--- src/rtl/dircc_node_mem_arbiter.sv ---
// Two-requester round-robin arbiter in front of a node's single-port RAM (one-cycle read latency).
// Define DIRCC_MEM_ARB_LOCK_EN to add mN_lock ports for locked (atomic) access sequences.
module dircc_node_mem_arbiter #(
  parameter int                ADDR_W   = 14,
  parameter int                DATA_W   = 32,
  parameter int                DEPTH    = 10240,
  parameter int                MAX_HOLD = 16,
  parameter logic [DATA_W-1:0] OOR_DATA = 32'hDEADBEEF
) (
  input  logic                  clk,
  input  logic                  reset_n,
  input  logic [ADDR_W-1:0]     m0_address,
  input  logic [DATA_W/8-1:0]   m0_byteenable,
  input  logic                  m0_read,
  input  logic                  m0_write,
  input  logic [DATA_W-1:0]     m0_writedata,
`ifdef DIRCC_MEM_ARB_LOCK_EN
  input  logic                  m0_lock,
  input  logic                  m1_lock,
`endif
  output logic                  m0_waitrequest,
  output logic [DATA_W-1:0]     m0_readdata,
  output logic                  m0_readdatavalid,
  input  logic [ADDR_W-1:0]     m1_address,
  input  logic [DATA_W/8-1:0]   m1_byteenable,
  input  logic                  m1_read,
  input  logic                  m1_write,
  input  logic [DATA_W-1:0]     m1_writedata,
  output logic                  m1_waitrequest,
  output logic [DATA_W-1:0]     m1_readdata,
  output logic                  m1_readdatavalid,
  output logic [ADDR_W-1:0]     mem_address,
  output logic [DATA_W/8-1:0]   mem_byteenable,
  output logic                  mem_chipselect,
  output logic                  mem_write,
  output logic                  mem_clken,
  output logic [DATA_W-1:0]     mem_writedata,
  input  logic [DATA_W-1:0]     mem_readdata
);

  localparam int              BE_W    = DATA_W / 8;
  localparam logic [ADDR_W:0] DEPTH_W = (ADDR_W + 1)'(DEPTH);

  logic              req0, req1, allow0, allow1;
  logic              gnt0, gnt1, acc, win;
  logic [ADDR_W-1:0] sel_addr;
  logic [BE_W-1:0]   sel_be;
  logic [DATA_W-1:0] sel_wdata;
  logic              sel_wr, in_range;
  logic              last_q, last_d;
  logic              rd_pend_q, rd_pend_d, rd_owner_q, rd_oor_q;
  logic              force_rel, rel_id;
  logic [DATA_W-1:0] rdata;

`ifdef DIRCC_MEM_ARB_LOCK_EN
  typedef enum logic [1:0] {ARB = 2'd0, LOCKED0 = 2'd1, LOCKED1 = 2'd2} state_e;
  localparam int HOLD_W = $clog2(MAX_HOLD + 1);

  state_e            state_q, state_d;
  logic [HOLD_W-1:0] hold_q, hold_d;
  logic              sel_lock;

  assign sel_lock = win ? m1_lock : m0_lock;

  always_ff @(posedge clk) begin
    if (!reset_n) begin
      state_q <= ARB;
      hold_q  <= '0;
    end else begin
      state_q <= state_d;
      hold_q  <= hold_d;
    end
  end

  // The forced release fires on the cycle the incremented count reaches MAX_HOLD-1,
  // so the other requester wins the very next cycle.
  always_comb begin
    state_d   = state_q;
    hold_d    = hold_q;
    force_rel = 1'b0;
    if (state_q != ARB) begin
      hold_d = hold_q + HOLD_W'(1);
      if (hold_d == HOLD_W'(MAX_HOLD - 1)) begin
        force_rel = 1'b1;
        state_d   = ARB;
      end else if (acc && !sel_lock) begin
        state_d = ARB;
      end
    end else if (acc && sel_lock) begin
      state_d = win ? LOCKED1 : LOCKED0;
      hold_d  = '0;
    end
  end

  always_comb begin
    allow0 = (state_q != LOCKED1);
    allow1 = (state_q != LOCKED0);
    rel_id = (state_q == LOCKED1);
  end
`else
  logic unused_cfg;

  assign unused_cfg = (MAX_HOLD > 0);
  assign allow0     = 1'b1;
  assign allow1     = 1'b1;
  assign force_rel  = 1'b0;
  assign rel_id     = 1'b0;
`endif

  // A tie goes to whichever requester was not granted last.
  always_comb begin
    req0 = (m0_read | m0_write) & allow0;
    req1 = (m1_read | m1_write) & allow1;
    gnt0 = 1'b0;
    gnt1 = 1'b0;
    if (reset_n) begin
      if (req0 && req1) begin
        gnt0 = last_q;
        gnt1 = ~last_q;
      end else begin
        gnt0 = req0;
        gnt1 = req1;
      end
    end
    acc       = gnt0 | gnt1;
    win       = gnt1;
    sel_addr  = win ? m1_address   : m0_address;
    sel_be    = win ? m1_byteenable : m0_byteenable;
    sel_wdata = win ? m1_writedata : m0_writedata;
    sel_wr    = win ? m1_write     : m0_write;
    in_range  = ({1'b0, sel_addr} < DEPTH_W);
  end

  always_comb begin
    last_d = last_q;
    if (acc) last_d = win;
    if (force_rel) last_d = rel_id;
    rd_pend_d = acc & ~sel_wr;
  end

  always_ff @(posedge clk) begin
    if (!reset_n) begin
      last_q    <= 1'b1;
      rd_pend_q <= 1'b0;
    end else begin
      last_q    <= last_d;
      rd_pend_q <= rd_pend_d;
    end
  end

  always_ff @(posedge clk) begin
    if (acc) begin
      rd_owner_q <= win;
      rd_oor_q   <= ~in_range;
    end
  end

  assign m0_waitrequest = ~gnt0;
  assign m1_waitrequest = ~gnt1;

  assign mem_address    = sel_addr;
  assign mem_byteenable = sel_be;
  assign mem_writedata  = sel_wdata;
  assign mem_chipselect = acc & in_range;
  assign mem_write      = acc & sel_wr & in_range;
  assign mem_clken      = reset_n;

  // Return path is gated by reset so a read accepted just before reset never reports.
  assign rdata            = rd_oor_q ? OOR_DATA : mem_readdata;
  assign m0_readdata      = reset_n ? rdata : '0;
  assign m1_readdata      = reset_n ? rdata : '0;
  assign m0_readdatavalid = reset_n & rd_pend_q & ~rd_owner_q;
  assign m1_readdatavalid = reset_n & rd_pend_q & rd_owner_q;

endmodule

--- config.mk ---
export PLATFORM = sky130hd
export DESIGN_NAME = dircc_node_mem_arbiter
export DESIGN_NICKNAME = d
export VERILOG_FILES = /design/src/rtl/dircc_node_mem_arbiter.sv
export SDC_FILE = /design/constraint.sdc
export NUM_CORES = 1
export LEC_CHECK = 0
export ABC_AREA = 0
export CAP_MARGIN = 20
export CORE_AREA = 4 4 99 101
export DETAILED_ROUTE_END_ITERATION = 8
export DIE_AREA = 0 0 103 105
export GPL_TIMING_DRIVEN = 0
export PLACE_DENSITY_LB_ADDON = 0.15
export SYNTH_ARGS = -nofsm -noshare
export SYNTH_HDL_FRONTEND = slang
export SYNTH_SLANG_ARGS = --single-unit
--- constraint.sdc ---
create_clock -name clk -period 3.71 [get_ports clk]
set_clock_uncertainty 0.2 [all_clocks]
set_input_delay 0.742 -clock clk [delete_from_list [all_inputs] [get_ports clk]]
set_output_delay 0.742 -clock clk [all_outputs]
set_load 0.02 [all_outputs]
=== Yosys cells after proc, flatten, opt, wreduce, memory -nomap -nowiden ===
Cells that the tools add are included.

* Flip-flop bits (word level): 4
* Word-level logic and storage cells: 32

* $lt $le $gt $ge: 1
* Muxes and demuxes: 10
* Bitwise logic cells: 16
* Reduce and logical (&&, ||, !) cells: 1

{| class="wikitable"
|+ Operators with widths
! cell !! count
|-
| $mux W32 || 3
|-
| $lt A14 B14 Y1 const B || 1
|-
| $mux W14 || 1
|-
| $and A1 B1 Y1 || 7
|-
| $not A1 Y1 || 6
|-
| $mux W1 || 5
|-
| $mux W4 || 1
|-
| $or A1 B1 Y1 || 3
|-
| $logic_and A1 B1 Y1 || 1
|}

=== Logic depth before layout (Yosys ltp) ===
Gate-level depths: netlist of run 1.

* Word-level depth: 7
* Mapped depth: 5
* Depth with buffers taken out: 3

=== Worst setup path after synthesis of run 1 ===
No wires, ideal clock.

* Path kind: input to output
* Start: input m1_read
* End: output mem_write
* Arrival time: 1832 ps
* Slack: 936 ps
* Stages on the path: 3
* Cell sequence: nor4bb_1 > or4_1 > nor3_1

* Longest elaborated chain between the ends: 7
* Elaborated cells between the ends (all ways): 12

{| class="wikitable"
|+ RTL lines
! what !! line !! RTL
|-
| from (decl) || 26 || <nowiki>input logic m1_read,</nowiki>
|-
| $or A1 B1 Y1 * || 113 || <nowiki>req1 = (m1_read | m1_write) & allow1;</nowiki>
|-
| $logic_and A1 B1 Y1 || 117 || <nowiki>if (req0 && req1) begin</nowiki>
|-
| $mux W1 || 117 ||
|-
| $mux W1 || 116 || <nowiki>if (reset_n) begin</nowiki>
|-
| $mux W14 (tied with other cells) || 127 || <nowiki>sel_addr = win ? m1_address : m0_address;</nowiki>
|-
| $lt A14 B14 Y1 or $and A1 B1 Y1 (tied branches) || 131, 165 ||
|-
| $and A1 B1 Y1 * || 165 || <nowiki>assign mem_write = acc & sel_wr & in_range;</nowiki>
|-
| to (decl) || 35 || <nowiki>output logic mem_write,</nowiki>
|}

Mark *: on every way between the ends. The rest lies on a longest branch, timed or not.

=== Final worst setup path of run 1 ===
* Start: input m0_write
* End: output mem_writedata[22]

* Longest elaborated chain between the ends: 5

{| class="wikitable"
|+ RTL lines
! what !! line !! RTL
|-
| from (decl) || 15 || <nowiki>input logic m0_write,</nowiki>
|-
| $or A1 B1 Y1 || 112 || <nowiki>req0 = (m0_read | m0_write) & allow0;</nowiki>
|-
| $logic_and A1 B1 Y1 || 117 ||
|-
| $mux W1 || 117 ||
|-
| $mux W1 || 116 ||
|-
| $mux W32 || 129 || <nowiki>sel_wdata = win ? m1_writedata : m0_writedata;</nowiki>
|-
| to (decl) || 37 || <nowiki>output logic [DATA_W-1:0] mem_writedata,</nowiki>
|}

No other way between the ends.

==> out/results.ini, run 1 <==
[power_and_ir_drop]
power_w = 0.000803
ir_worst_vdd_mv = 0.110
cellLeakagePower_nw = 1.98
power_per_cell_area_nw_per_um2 = 185

[detailed_routing]
post_drt_wl_per_cell_um = 15.2
drt_wl_total_um = 8080
route.detailed.drc = 0
iteration_0_drc_count_of_the_detailed_router = 58
routed_via_density = 3.98
drtPass1Iterations = 4
drtAntennaViolNets = 0
detailroute.via_count = 2111

[yosys]
synth.avg_cell_area_um2 = 10.2
syn_inst = 158
synth_top_cell_area_share = 0.446
ys.warnings.count = 0
yosys.cell_types.count = 29
synth-seq-area-share = 0.0619
synth-seq-cells = 4
synthesis.nets = 296
post_synth_instance_area_um2 = 1620
netlist_top_cells_area = mux2_4 45%, buf_4 15%, o21a_1 12%
synth_largest_area_cell = mux2_4

[floorplan]
placementRows = 35
fp.dieArea_um2 = 10800
chipHeight_um = 105
die_w_um = 103
start_util = 0.179
core-area_um2 = 9020
pin_count = 259

[cts]
buffer_count_from_post_cts_setup_fixing = 0
post_cts.resized_instances = 52
clock_tree.root_cell = clkbuf_8
clkLatencyLatePin_ns = 0.22
cts.reportedPaths.clkPinSlew_ns = 0.03
tritoncts = built
cts_max_level = 1
cts.path.max_buffers = 2
cts_hold_buffers = 0
cts_made_buffers = 3
clock-sinks = 4

[cells_and_area]
syn_to_layout_area_delta_pct = 168
antennaDiodeCount = 0
drive_gt1_frac = 0.236
layout.core_utilization = 0.480
layout.cells.most_common = clkdlybuf4s50_1
fin_nets = 559
layout.cells.most_common_list = 206 x clkdlybuf4s50_1, 50 x dlygate4sd2_1, 48 x mux2_4
design_area_um2 = 4330

[timing]
timing.final.setup_violations = 0
setup_slack_ns = 0.0822
timing.final.crit_period_ns = 3.63
report.final.hold_viol_count = 0
max_clock_freq_ghz = 0.276
fin_crit_sh = 0.978
max_slew_margin = 0.580
timing_worst_slew_pin_value_ns = 0.621
slew_violations = 0
rsz0062_at_grt = false
worst_hold_slack_ns = 0.352

[worst_setup_path]
crit_fanout = 10
cpMaxStageDelayCell = clkdlybuf4s50_1
critical_path_buf_inv_count = 4
arrival_time_worst_endpoint_ns = 2.69
critPathTopFamily = buffers and inverters
timing.critical_path.to_type = output port
path_class = in2out
timing.critical_path.cells = clkdlybuf4s50_1, o21a_1, or2_1, buf_6, buf_12, mux2_4, dlygate4sd2_1
required_ns = 2.77
cpPeakStageDelay_ns = 0.50
critical_path.startpoint_type = input port

[global_route]
antenna_found_initial = 0
pin_count_of_the_biggest_net_entering_global_routing = 11
grt-ovfl-total = 0
first_global_vias = 2055
grt_pass1_wl_um = 11400
global_route.usage.total = 0.133

[run_status]
run_status = completed

[place]
pre_cts_ws_ns = -0.332
globalplace.congestion = 0.720
placed_cell_area_um2 = 4340
detailedPlacementHpwl_um = 7340
io_buffers = 258

[job]
cap_viol_max_count = 0

[min_path]
hold_class = reg2reg

cells by family (layout without fill, tap and decap cells):
kind of cell | count (synthesis) | in the layout | share of synthesized area
compound gates | 32 | 32 | 0.148
buf+inv | 47 | 309 | 0.241
flops | 4 | 4 | 0.0619
mux | 50 | 50 | 0.460
simple gates | 25 | 25 | 0.0898
layout make-up:
type | instances | area, um2
timing repair buffer | 258 | 2520
inverter | 2 | 7.51
clock buffer | 4 | 45.0
fill | 878 | 4690
buffer | 45 | 385
sequential | 4 | 100
multi-input combinational | 107 | 1130
tap | 111 | 139
metal layers:
metal  part of all wire  track usage  vias to the layer above
li1                   -            -                     1060
met1               0.34        0.142                      921
met3               0.11       0.0387                       10
met2               0.53        0.251                      120
met4              0.017       0.0315                        0
met5                  0            0                        -
stage by stage:
step / TNS, ns / cells
3_3_place_gp: -13.55 / 527
4_1_cts: 0 / 531
2_1_floorplan: 0 / 158
5_1_grt: 0 / 531
6_report: 0 / 531
3_5_place_dp: -17.27 / 527
registers in the layout (all words and copies together) (netlist names):
register / flops
rd_oor_q: 1
rd_pend_q: 1
rd_owner_q: 1
last_q: 1
Yosys cell counts (all sizes together):
| cell | count |
|---|---|
| a21oi | 1 |
| and2 | 8 |
| and3 | 1 |
| and3b | 1 |
| buf | 41 |
| clkbuf | 4 |
| dfxtp | 2 |
| edfxtp | 2 |
| inv | 2 |
| mux2 | 50 |
| nand2 | 2 |
| nor2 | 4 |
| nor2b | 1 |
| nor3 | 4 |
| nor4bb | 1 |
| o211ai | 1 |
| o21a | 25 |
| o21ai | 2 |
| o221a | 1 |
| o221ai | 1 |
| o41ai | 1 |
| or2 | 2 |
| or4 | 1 |
where the power goes:
group | switching, W | internal (W) | total [W]
Sequential | 0.00000238 | 0.0000508 | 0.0000532
Clock | 0.0000252 | 0.0000736 | 0.0000988
Combinational | 0.000264 | 0.000388 | 0.000652
Total | 0.000291 | 0.000512 | 0.000803
worst reg2reg max path, stage by stage, from the launching register on:
cell,delay [ns]
dfxtp_1,0.40
o21a_1,0.18
or2_1,0.12
buf_6,0.17
buf_12,0.16
inv_1,0.05
final timing paths:
| kind | cells after the start | slack (ns) | end | start |
|---|---|---|---|---|
| worst max-delay path | 7 | 0.08 | mem_writedata[22] | m0_write |
| worst min register to register | 2 | 0.35 | last_q$_SDFFE_PN1N_ | last_q$_SDFFE_PN1N_ |
| worst min-delay path | 2 | 0.35 | last_q$_SDFFE_PN1N_ | last_q$_SDFFE_PN1N_ |
| worst max register to register | 5 | 2.17 | rd_owner_q$_DFFE_PN_ | last_q$_SDFFE_PN1N_ |
Note: power is estimated with default switching activity, not from simulation.
==> run 2, diff against run 1 <==
--- a/config.mk
+++ b/config.mk
@@ -6,8 +6,8 @@
 export NUM_CORES = 1
 export LEC_CHECK = 0
 export ABC_AREA = 0
-export CAP_MARGIN = 20
 export CORE_AREA = 4 4 99 101
+export CTS_CLUSTER_DIAMETER = 50
 export DETAILED_ROUTE_END_ITERATION = 8
 export DIE_AREA = 0 0 103 105
 export GPL_TIMING_DRIVEN = 0
==> results of run 2 <==
The final DEF is identical to that of run 1; final timing and power are the same.
==> run 3, diff against run 2 <==
--- a/config.mk
+++ b/config.mk
@@ -6,12 +6,16 @@
 export NUM_CORES = 1
 export LEC_CHECK = 0
 export ABC_AREA = 0
-export CORE_AREA = 4 4 99 101
+export CELL_PAD_IN_SITES_DETAIL_PLACEMENT = 1
+export CELL_PAD_IN_SITES_GLOBAL_PLACEMENT = 2
+export CORE_ASPECT_RATIO = 0.7
+export CORE_MARGIN = 4
+export CORE_UTILIZATION = 10
 export CTS_CLUSTER_DIAMETER = 50
 export DETAILED_ROUTE_END_ITERATION = 8
-export DIE_AREA = 0 0 103 105
 export GPL_TIMING_DRIVEN = 0
 export PLACE_DENSITY_LB_ADDON = 0.15
+export RECOVER_POWER = 100
 export SYNTH_ARGS = -nofsm -noshare
 export SYNTH_HDL_FRONTEND = slang
 export SYNTH_SLANG_ARGS = --single-unit
==> out/results.ini, run 3 (synthesized netlist as in run 1, its figures left out) <==
[run_status]
run_status = completed

[place]
pre_cts_ws_ns = -0.499
io_buffers = 258
detailedPlacementHpwl_um = 8980
globalplace.congestion = 0.701
placed_cells = 616

[power_and_ir_drop]
cellLeakagePower_nw = 2.03
power_per_cell_area_nw_per_um2 = 193
ir_worst_vdd_mv = 0.123

[detailed_routing]
iteration_0_drc_count_of_the_detailed_router = 23
drtPass1Iterations = 4
route.detailed.drc = 0
post_drt_wl_per_cell_um = 15.8
routed_via_density = 3.46
drt_wl_total_um = 9760
detailroute.via_count = 2143
drtAntennaViolNets = 0

[cells_and_area]
layout.cells.most_common_list = 160 x clkdlybuf4s50_1, 50 x dlygate4sd2_1, 48 x mux2_4
drive_gt1_frac = 0.236
antennaDiodeCount = 0
fin_nets = 559
final.fill_count = 1820
syn_to_layout_area_delta_pct = 174
layout.cells.most_common = clkdlybuf4s50_1
layoutNonFillerInstCount = 619

[cts]
cts_max_level = 1
cts.reportedPaths.clkPinSlew_ns = 0.03
clock-sinks = 4
tritoncts = built
cts_hold_buffers = 0
clkLatencyLatePin_ns = 0.22
cts_made_buffers = 3
buffer_count_from_post_cts_setup_fixing = 0
post_cts.resized_instances = 54
clock_tree.root_cell = clkbuf_16
cts.path.max_buffers = 2

[timing]
fin_crit_sh = 0.978
slew_violations = 0
setup_slack_ns = 0.0818
max_clock_freq_ghz = 0.276
fin_setup_tns_ns = 0
rsz0062_at_grt = true
max_slew_margin = 0.558
timing.final.crit_period_ns = 3.63
timing.final.setup_violations = 0
timing_worst_slew_pin_value_ns = 0.655
report.final.hold_viol_count = 0

[global_route]
antenna_found_initial = 0
first_global_vias = 2314
grt-ovfl-total = 0
grt_pass1_wl_um = 13900
pin_count_of_the_biggest_net_entering_global_routing = 11
global_route.usage.total = 0.0957

[job]
cap_viol_max_count = 0

[floorplan]
fp.dieArea_um2 = 18300
chipHeight_um = 114
die_w_um = 160
placementRows = 38
start_util = 0.103
pin_count = 259
core-area_um2 = 15700

[worst_setup_path]
crit_fanout = 10
path_class = in2out
required_ns = 2.77
critical_path.startpoint_type = input port
timing.critical_path.to_type = output port
arrival_time_worst_endpoint_ns = 2.69

[min_path]
hold_class = reg2reg

-- run 3: changes by cell type in the layout (fill, tap and decap cells not counted), moves of 3 or more --
cell	delta
dlygate4sd3_1	+45
clkbuf_16	+3
buf_12	-5
buf_6	+5
buf_4	-17
clkbuf_4	+17
clkdlybuf4s50_1	-46
clkbuf_8	-3
-- run 3: worst max-delay path, stage by stage --
cell and delay [ns]:
clkdlybuf4s50_1 0.50, o21a_1 0.25, or2_0 0.24, buf_6 0.15, buf_6 0.16, mux2_4 0.29
dlygate4sd2_1 0.34
-- run 3: area by class of cell --
type,instances,area [um2],share of cell area
plain buffers,45,342,0.0772
clock buffers,3,75.1,0.0170
inverters,2,7.51,0.00170
multi-input cells,107,1130,0.256
flip-flops and latches,4,100,0.0226
well taps,200,250,0.0566
repair buffers,258,2520,0.569
-- run 3: path summary, 6_finish.rpt --
| path | slack [ns] | cells past startpoint | from | endpoint |
|---|---|---|---|---|
| worst min register to register | 0.37 | 1 | last_q$_SDFFE_PN1N_ | last_q$_SDFFE_PN1N_ |
| worst max-delay path | 0.08 | 7 | m0_read | mem_writedata[27] |
| worst min-delay path | 0.37 | 1 | last_q$_SDFFE_PN1N_ | last_q$_SDFFE_PN1N_ |
| worst max register to register | 2.09 | 5 | last_q$_SDFFE_PN1N_ | rd_owner_q$_DFFE_PN_ |
-- run 3: layer usage --
metal | GRT usage | up-vias | wire, um | share of wire
met4 | 0.0120 | 0 | 41 | 0.0042
met2 | 0.184 | 86 | 5370 | 0.55
met5 | 0 | - | 0 | 0
met1 | 0.110 | 998 | 3760 | 0.39
met3 | 0.0241 | 2 | 585 | 0.060
li1 | - | 1057 | - | -
-- run 3: report_power, final --
part / internal, W / switching, W / total (W) / leakage [nW]
clock network: 0.000137 / 0.0000278 / 0.000165 / 0.0370
registers: 0.0000509 / 0.00000242 / 0.0000533 / 0.0368
logic: 0.000367 / 0.000270 / 0.000637 / 1.96
total: 0.000555 / 0.000300 / 0.000855 / 2.03
-- run 3: through the flow --
step                       util  instance area, um2  hold WS (ns)  total power (W)
after detailed placement  0.284                4450         0.367         0.000758
final                     0.282                4420         0.365         0.000855
after floorplan               -                1620         0.310         0.000384
after CTS                 0.285                4460         0.366         0.000897
after global placement    0.284                4450         0.349         0.000757
after global routing      0.282                4420         0.407         0.000904
